`config.mk`:
```
export PLATFORM = sky130hd
export DESIGN_NAME = key_conditioner
export DESIGN_NICKNAME = d
export VERILOG_FILES = /design/src/rtl/key_conditioner.sv
export SDC_FILE = /design/constraint.sdc
export NUM_CORES = 1
export LEC_CHECK = 0
export CAP_MARGIN = 10
export CORE_MARGIN = 5
export CORE_UTILIZATION = 40
export CTS_CLUSTER_SIZE = 10
export DETAILED_ROUTE_END_ITERATION = 10
export PLACE_DENSITY = 0.57
export SLEW_MARGIN = 20
export SYNTH_ARGS = -nofsm -noshare
export SYNTH_HDL_FRONTEND = slang
export SYNTH_SLANG_ARGS = --single-unit
```
`constraint.sdc`:
```
create_clock -name clk -period 3.8 [get_ports clk]
set_input_delay 0.76 -clock clk [delete_from_list [all_inputs] [get_ports clk]]
set_output_delay 0.76 -clock clk [all_outputs]
set_load 0.005 [all_outputs]
```
`src/rtl/key_conditioner.sv`:
```
// Button front-end for the guess-number game: synchronizes and debounces four number
// keys plus enter, then arbitrates them into one-hot, single-cycle press pulses.
module key_conditioner #(
    parameter int DEBOUNCE_CYCLES = 20000,
    parameter int CNT_W           = 16
) (
    input  logic       clk,
    input  logic       reset,
    input  logic [3:0] btn_raw,
    input  logic       enter_raw,
    output logic [3:0] key_pulse,
    output logic       enter_pulse,
    output logic [3:0] key_last,
    output logic       any_held,
    output logic [7:0] press_count
);

    localparam int                N_IN     = 5;
    localparam logic [CNT_W-1:0] CNT_LAST = CNT_W'(DEBOUNCE_CYCLES - 1);

    typedef enum logic {
        S_IDLE,
        S_HELD
    } state_t;

    logic [N_IN-1:0] raw_in;
    logic [N_IN-1:0] sync1_q;
    logic [N_IN-1:0] sync_q;
    logic [N_IN-1:0] deb_q;
    logic [N_IN-1:0] deb_d;
    logic [N_IN-1:0] deb_dly_q;
    logic [N_IN-1:0] rise;
    logic [N_IN-1:0] pick;

    state_t     state_q, state_d;
    logic [3:0] key_pulse_q, key_pulse_d;
    logic       enter_pulse_q, enter_pulse_d;
    logic [3:0] key_last_q, key_last_d;
    logic [7:0] press_count_q, press_count_d;
    logic       any_held_q;

    assign raw_in = {enter_raw, btn_raw};

    always_ff @(posedge clk or posedge reset) begin
        if (reset) begin
            sync1_q <= '0;
            sync_q  <= '0;
        end else begin
            sync1_q <= raw_in;
            sync_q  <= sync1_q;
        end
    end

    // Each input owns a counter that only runs while its synchronized level disagrees
    // with the debounced level; any agreement (a bounce) restarts it from zero.
    for (genvar gi = 0; gi < N_IN; gi++) begin : g_deb
        logic [CNT_W-1:0] cnt_q;
        logic [CNT_W-1:0] cnt_d;
        logic             differ;

        assign differ     = sync_q[gi] ^ deb_q[gi];
        assign cnt_d      = (differ && (cnt_q != CNT_LAST)) ? cnt_q + CNT_W'(1) : '0;
        assign deb_d[gi]  = (differ && (cnt_q == CNT_LAST)) ? sync_q[gi] : deb_q[gi];

        always_ff @(posedge clk or posedge reset) begin
            if (reset) begin
                cnt_q <= '0;
            end else begin
                cnt_q <= cnt_d;
            end
        end
    end

    always_ff @(posedge clk or posedge reset) begin
        if (reset) begin
            deb_q     <= '0;
            deb_dly_q <= '0;
        end else begin
            deb_q     <= deb_d;
            deb_dly_q <= deb_q;
        end
    end

    assign rise = deb_q & ~deb_dly_q;
    // Lowest set bit wins, so key 1 beats key 4 and every number key beats enter.
    assign pick = rise & (~rise + 5'd1);

    always_comb begin
        state_d       = state_q;
        key_pulse_d   = '0;
        enter_pulse_d = 1'b0;
        key_last_d    = key_last_q;
        press_count_d = press_count_q;
        case (state_q)
            S_IDLE: begin
                if (|rise) begin
                    state_d       = S_HELD;
                    key_pulse_d   = pick[3:0];
                    enter_pulse_d = pick[4];
                    press_count_d = press_count_q + 8'd1;
                    if (|pick[3:0]) begin
                        key_last_d = pick[3:0];
                    end
                end
            end
            S_HELD: begin
                // Rises seen here are dropped for good; a fresh press is needed later.
                if (deb_q == '0) begin
                    state_d = S_IDLE;
                end
            end
            default: state_d = S_IDLE;
        endcase
    end

    always_ff @(posedge clk or posedge reset) begin
        if (reset) begin
            state_q       <= S_IDLE;
            key_pulse_q   <= '0;
            enter_pulse_q <= 1'b0;
            key_last_q    <= '0;
            press_count_q <= '0;
            any_held_q    <= 1'b0;
        end else begin
            state_q       <= state_d;
            key_pulse_q   <= key_pulse_d;
            enter_pulse_q <= enter_pulse_d;
            key_last_q    <= key_last_d;
            press_count_q <= press_count_d;
            any_held_q    <= |deb_q;
        end
    end

    assign key_pulse   = key_pulse_q;
    assign enter_pulse = enter_pulse_q;
    assign key_last    = key_last_q;
    assign any_held    = any_held_q;
    assign press_count = press_count_q;

endmodule

```
# Word-level counts from Yosys, hierarchy flattened
# Cells that the tools add are included.
# op_classes
addsub	7
n_eq_ne	10
n_mux	12
bitwise_logic	10
reduce_logical	16
# ops
op	n
16-bit by 1-bit adder with 16-bit output, second input constant	5
16-bit by 15-bit == test with 1-bit output, second input constant	5
16-bit 2-to-1 mux	5
16-bit by 15-bit != test with 1-bit output, second input constant	5
5-bit AND	2
1-bit logical AND	10
5-bit NOT	2
5-bit OR reduction	2
8-bit by 1-bit adder with 8-bit output, second input constant	1
4-bit 2-to-1 mux	2
5-bit by 1-bit adder with 5-bit output, second input constant	1
5-bit logical NOT	1
1-bit XOR	5
1-bit 2-to-1 mux	4
4-bit OR reduction	1
3-bit AND reduction	1
1-bit case mux with 2 select lines	1
2-bit AND reduction	1
1-bit NOT	1
# word_totals
regBits	119
inputBits	7
out_inout_bits	18
elab_cells	74

# Longest topological paths before layout
# depth
ltp_word	7
mapped_depth	6
ltp_nobuf	5

# Least setup slack after synthesis
# OpenSTA, ideal clock, no wires.
# synth_timing
kind	register -> register
startpoint	reg g_deb[0].cnt_q[6]
endpoint	reg deb_q[0]
setup_time_ns	0.125
t_arrival_ns	1.747
required_time_ns	3.675
slack_ns	1.928
stages_incl_launch_ff	4
n_path_buf	0
period_less_slack_ns	1.872
path_cell_list	dfrtp_1 or4_1 or4_4 mux2_4
# synth_via
elab_chain_cells	2
# synth_rtl
item	line_no	rtl
from (decl)	57	logic [CNT_W-1:0] cnt_q;
from (signal assigned)	69	cnt_q <= cnt_d;
16-bit by 15-bit == test with 1-bit output	63	assign deb_d[gi] = (differ && (cnt_q == CNT_LAST)) ? sync_q[gi] : deb_q[gi];
1-bit logical AND	63	
to (signal assigned)	76	deb_q <= '0;
to (signal assigned)	79	deb_q <= deb_d;
to (decl)	29	logic [N_IN-1:0] deb_q;
# No other way between the ends.
# A chain may end at the register's enable or synchronous reset.

# Final worst setup path
# layout_timing
startpoint	reg press_count_q[0] (netlist: press_count[0])
endpoint	out press_count[0]
# layout_rtl
item	line_no	rtl
from (decl)	39	logic [7:0] press_count_q, press_count_d;
from (signal assigned)	129	press_count_q <= press_count_d;
to (decl)	15	output logic [7:0] press_count
# No word-level cell between the ends.

==> results by stage <==
Routing:
- The final layout contains routed wiring with a total length of 9.22 mm.
- The iteration-0 DRC count of the detailed router is 147.
- The number of search-and-repair iterations in the first detailed-routing pass is 4.
- After detailed routing, the average wire length per cell comes to 13.0 um.
- Dividing the detail-routed via count by the number of cells gives 5.00.
- The number of vias after detailed routing is 3548.
- After detailed routing, the number of remaining DRC violations is 0.
- The remaining antenna violation count is 0.

Global routing:
- For this run, the total global-route usage over all layers was measured as 12.7%.
- The initial antenna violation count is 0.
- The via count of the first global-routing pass came to 3573.
- The first global-routing pass estimated 16.3 mm of wire.
- The largest net degree at the start of global routing is 120.
- The total congestion overflow is 0.

Clock network:
- The quantity of hold-fixing buffers added after cts is 0.
- The number of buffers created by CTS is 17.
- The clock passes through at most 2 buffers.
- After clock tree synthesis, the clock-pin slew on the worst setup and hold paths is 50 ps.
- In this run the post-CTS setup repair buffer count came out at 0.
- The later pin in the worst-skew pair is clocked with a latency of 410 ps.
- TritonCTS built the clock tree.
- Counting every sink on the clock net gives 119.
- The total of cells resized after clock tree synthesis is 0.
- The cell at the root of the clock tree is clkbuf_16.
- The total number of H-tree levels is 4.

Run:
- The number of maximum-capacitance constraint violations is 0.

Setup path:
- Along the worst path, the maximum fanout reaches 6.
- The element type at the critical path end is an output pin.
- Measured in cells, the most critical reg-to-reg path has a length of 3.
- The signal on the critical path passes through clkdlybuf4s50_1.
- The endpoint identified for the worst register-to-register timing path is deb_q[0].
- The required time of the critical path is 3040 ps.
- On the critical path the largest part of the delay comes from buffers and inverters.
- The maximum single-stage delay on the critical path is 540 ps.
- In this run the register-to-register setup slack is 1850 ps.
- The beginning of the worst register-to-register path is g_deb[0].cnt_q[6].
- The critical path class is reg -> out.
- The startpoint type of the worst setup path is a flop.
- Data on the critical path arrives at its endpoint at 1390 ps.
- The critical path buffer and inverter count is 1.
- The master of the slowest instance on the critical path is clkdlybuf4s50_1.

Logic synthesis:
- The most frequently used flop master after synthesis is dfrtp_1.
- Sequential elements use 55.7% of the synthesized area.
- The number of warnings issued by yosys is 0.
- Summing every instance area after synthesis gives 5350 um2.
- The number of cells produced by synthesis is 487.
- The synthesized netlist contains 39 unique library cells.
- Ranked by total cell area, the synthesized netlist is headed by dfrtp_1 56%, xnor2_1 9.7%, nor2_1 6.0%, xor2_1 3.4%, nand4_1 2.8%.
- dfrtp_1 takes more of the synthesized area than any other cell.
- After synthesis the netlist holds a flip-flop and latch count of 119.
- The number of nets in the synthesized netlist is 500.
- The fraction of registers with async set or reset after synthesis is 100%.
- The portion of synthesized cell area occupied by the leading cell type is 55.7%.
- A synthesized cell averages 11.0 um2.
- Counting flops with a built-in enable in the synthesized netlist gives 0.

Power and ir drop:
- Summed over all nets, the switching power comes to 604 uW.
- The clock network power share is 52.7%.
- The portion of total power attributed to sequential cells is 44.6%.
- For this design the ratio of total power to cell area is 461 nW/um2.
- Summed over all cells, the static leakage comes to 2.68 nW.
- The switching fraction of total power is 20.7%.
- The cell-internal power is 2.32 mW.
- VDD sags by at most 248 uV.
- The share of total power dissipated in combinational logic is 2.6%.

Placed design:
- At the end of routability-driven placement, the weighted congestion stood at 0.782.
- The number of port buffers is 24.
- The wire-length estimate of the detail-placed layout is 6.05 mm.
- The post-place instance area is 5760 um2.

Worst hold path:
- The path type of the worst min-delay path is reg -> reg.
- The hold path depth is 0.
- The path with the worst hold slack has its endpoint at sync_q[1].
- The startpoint identified for the worst hold timing path is sync1_q[1].

Timing:
- The total setup violations reported at the end of the flow is 0.
- On the final layout, the worst clock skew is 5.80 ps.
- The sum of negative setup slack is 0 ps.
- The worst-case headroom to the max-slew limit is 58.4%.
- At the pin with the least slew margin, the transition time is 624 ps.
- The hold violation total from the final report is 0.
- The hold slack is 345 ps.
- After layout, the worst path uses 56.5% of the clock period.
- Counting I/O delays and the setup requirement, the final critical path takes 2150 ps.
- For this run, the top clock speed supported by timing is 466 MHz.
- The final number of max-transition violations is 0.
- Setup repair after global routing left no endpoint under its margin.

Floorplanning:
- The core box area is 13200 um2.
- For this design the top-level I/O count stands at 25.
- The floorplan step set the die width to 126 um.
- The floorplan has 42 rows.
- The starting density of the core is 40.6%.
- From bottom edge to top edge, the die measures 126 um.
- The die covers 15800 um2.

Status:
- The run finished with clean final reports.

Cells and area:
- The post-layout net count is 536.
- The number of inserted diodes is 0.
- Of the cells placed in the final design, the portion with a size suffix greater than 1 is 8.99%.
- With fillers left out, the area of the finished cells amounts to 6340 um2.
- The area growth from synthesis to layout is 18.5%.
- Leaving out fill and tap cells, the most frequent cells in the layout are 119 x dfrtp_1, 85 x nor2_1, 59 x xnor2_1.
- Leaving out fill and tap cells, the most frequent cell in the layout is dfrtp_1.
[sequential cells by signal, indices dropped and copies added (netlist names)]
| register | cells |
|---|---|
| g_deb.cnt_q | 80 |
| press_count | 8 |
| deb_dly_q | 5 |
| deb_q | 5 |
| sync1_q | 5 |
| sync_q | 5 |
| key_last | 4 |
| key_pulse | 4 |
| any_held | 1 |
| enter_pulse | 1 |
| state_q | 1 |
[logic make-up after synthesis]
logic type	count (synthesis)	synth area share [%]
DFF	119	55.7
muxes	6	1.54
adders and majority gates	6	1.40
xor gates and xnor gates	80	13.1
AOI/OAI and AO/OA	16	1.97
buffers and inverters	23	2.36
and+or+nand+nor	237	24.0
[per-stage QoR]
stage	utilization (%)	worst slack, ps	total power [mW]	std cells
finish	48.0	1650	2.92	710
global route	48.0	1580	3.04	710
CTS	48.0	1620	2.97	710
detailed placement	43.7	1840	1.41	680
global placement	43.7	1870	1.40	680
floorplan	-	1580	1.38	487
[final cells by class]
cell class | instances | area (um2)
well taps | 176 | 220
multi-input cells | 345 | 2240
flip-flops and latches | 119 | 2980
clock buffers | 22 | 474
clock inverters | 8 | 98.8
fillers | 1232 | 6850
repair buffers | 25 | 260
inverters | 15 | 60.1
[worst register-to-register path, cell delays in order, from the launching register on]
cell,delay (ps)
dfrtp_1,420
or4_1,530
or4_4,570
mux2_4,310
[Yosys cell counts (all sizes together) (2+ instances only)]
cell	count
nand2b	10
a21o	4
or4	12
xnor2	59
and4	8
clkbuf	4
nand2	25
xor2	21
a21oi	2
nand3	20
mux2	6
o21ai	4
inv	15
nor4	18
ha	6
nor2	85
nor3	21
or3	2
buf	4
o31ai	2
nor2b	2
dfrtp	119
nand4	24
or4b	5
nor3b	2
[worst max-delay path by stage]
stage,cells past startpoint,startpoint,endpoint
finish,1,press_count[0],press_count[0]
global route,1,press_count[0],press_count[0]
CTS,1,press_count[0],press_count[0]
detailed placement,4,g_deb[4].cnt_q[8],g_deb[4].cnt_q[12]
global placement,3,g_deb[2].cnt_q[6],deb_q[2]
floorplan,1,reset,any_held
[power groups by stage]
stage	Sequential (mW)	Combinational (mW)	Clock, mW
2_1_floorplan	1.32	0.0620	0
3_3_place_gp	1.33	0.0786	0
3_5_place_dp	1.33	0.0801	0
4_1_cts	1.30	0.0804	1.59
5_1_grt	1.31	0.0904	1.64
6_report	1.30	0.0763	1.54
[per-layer routing]
metal	GRT usage (%)	vias to the layer above	share of wire, %
met5	0	-	0
met4	6.57	0	1.9
met3	4.06	18	3.5
met2	19.9	48	46
met1	15.6	1712	48
li1	-	1770	-
(Power assumes the default switching activity.)
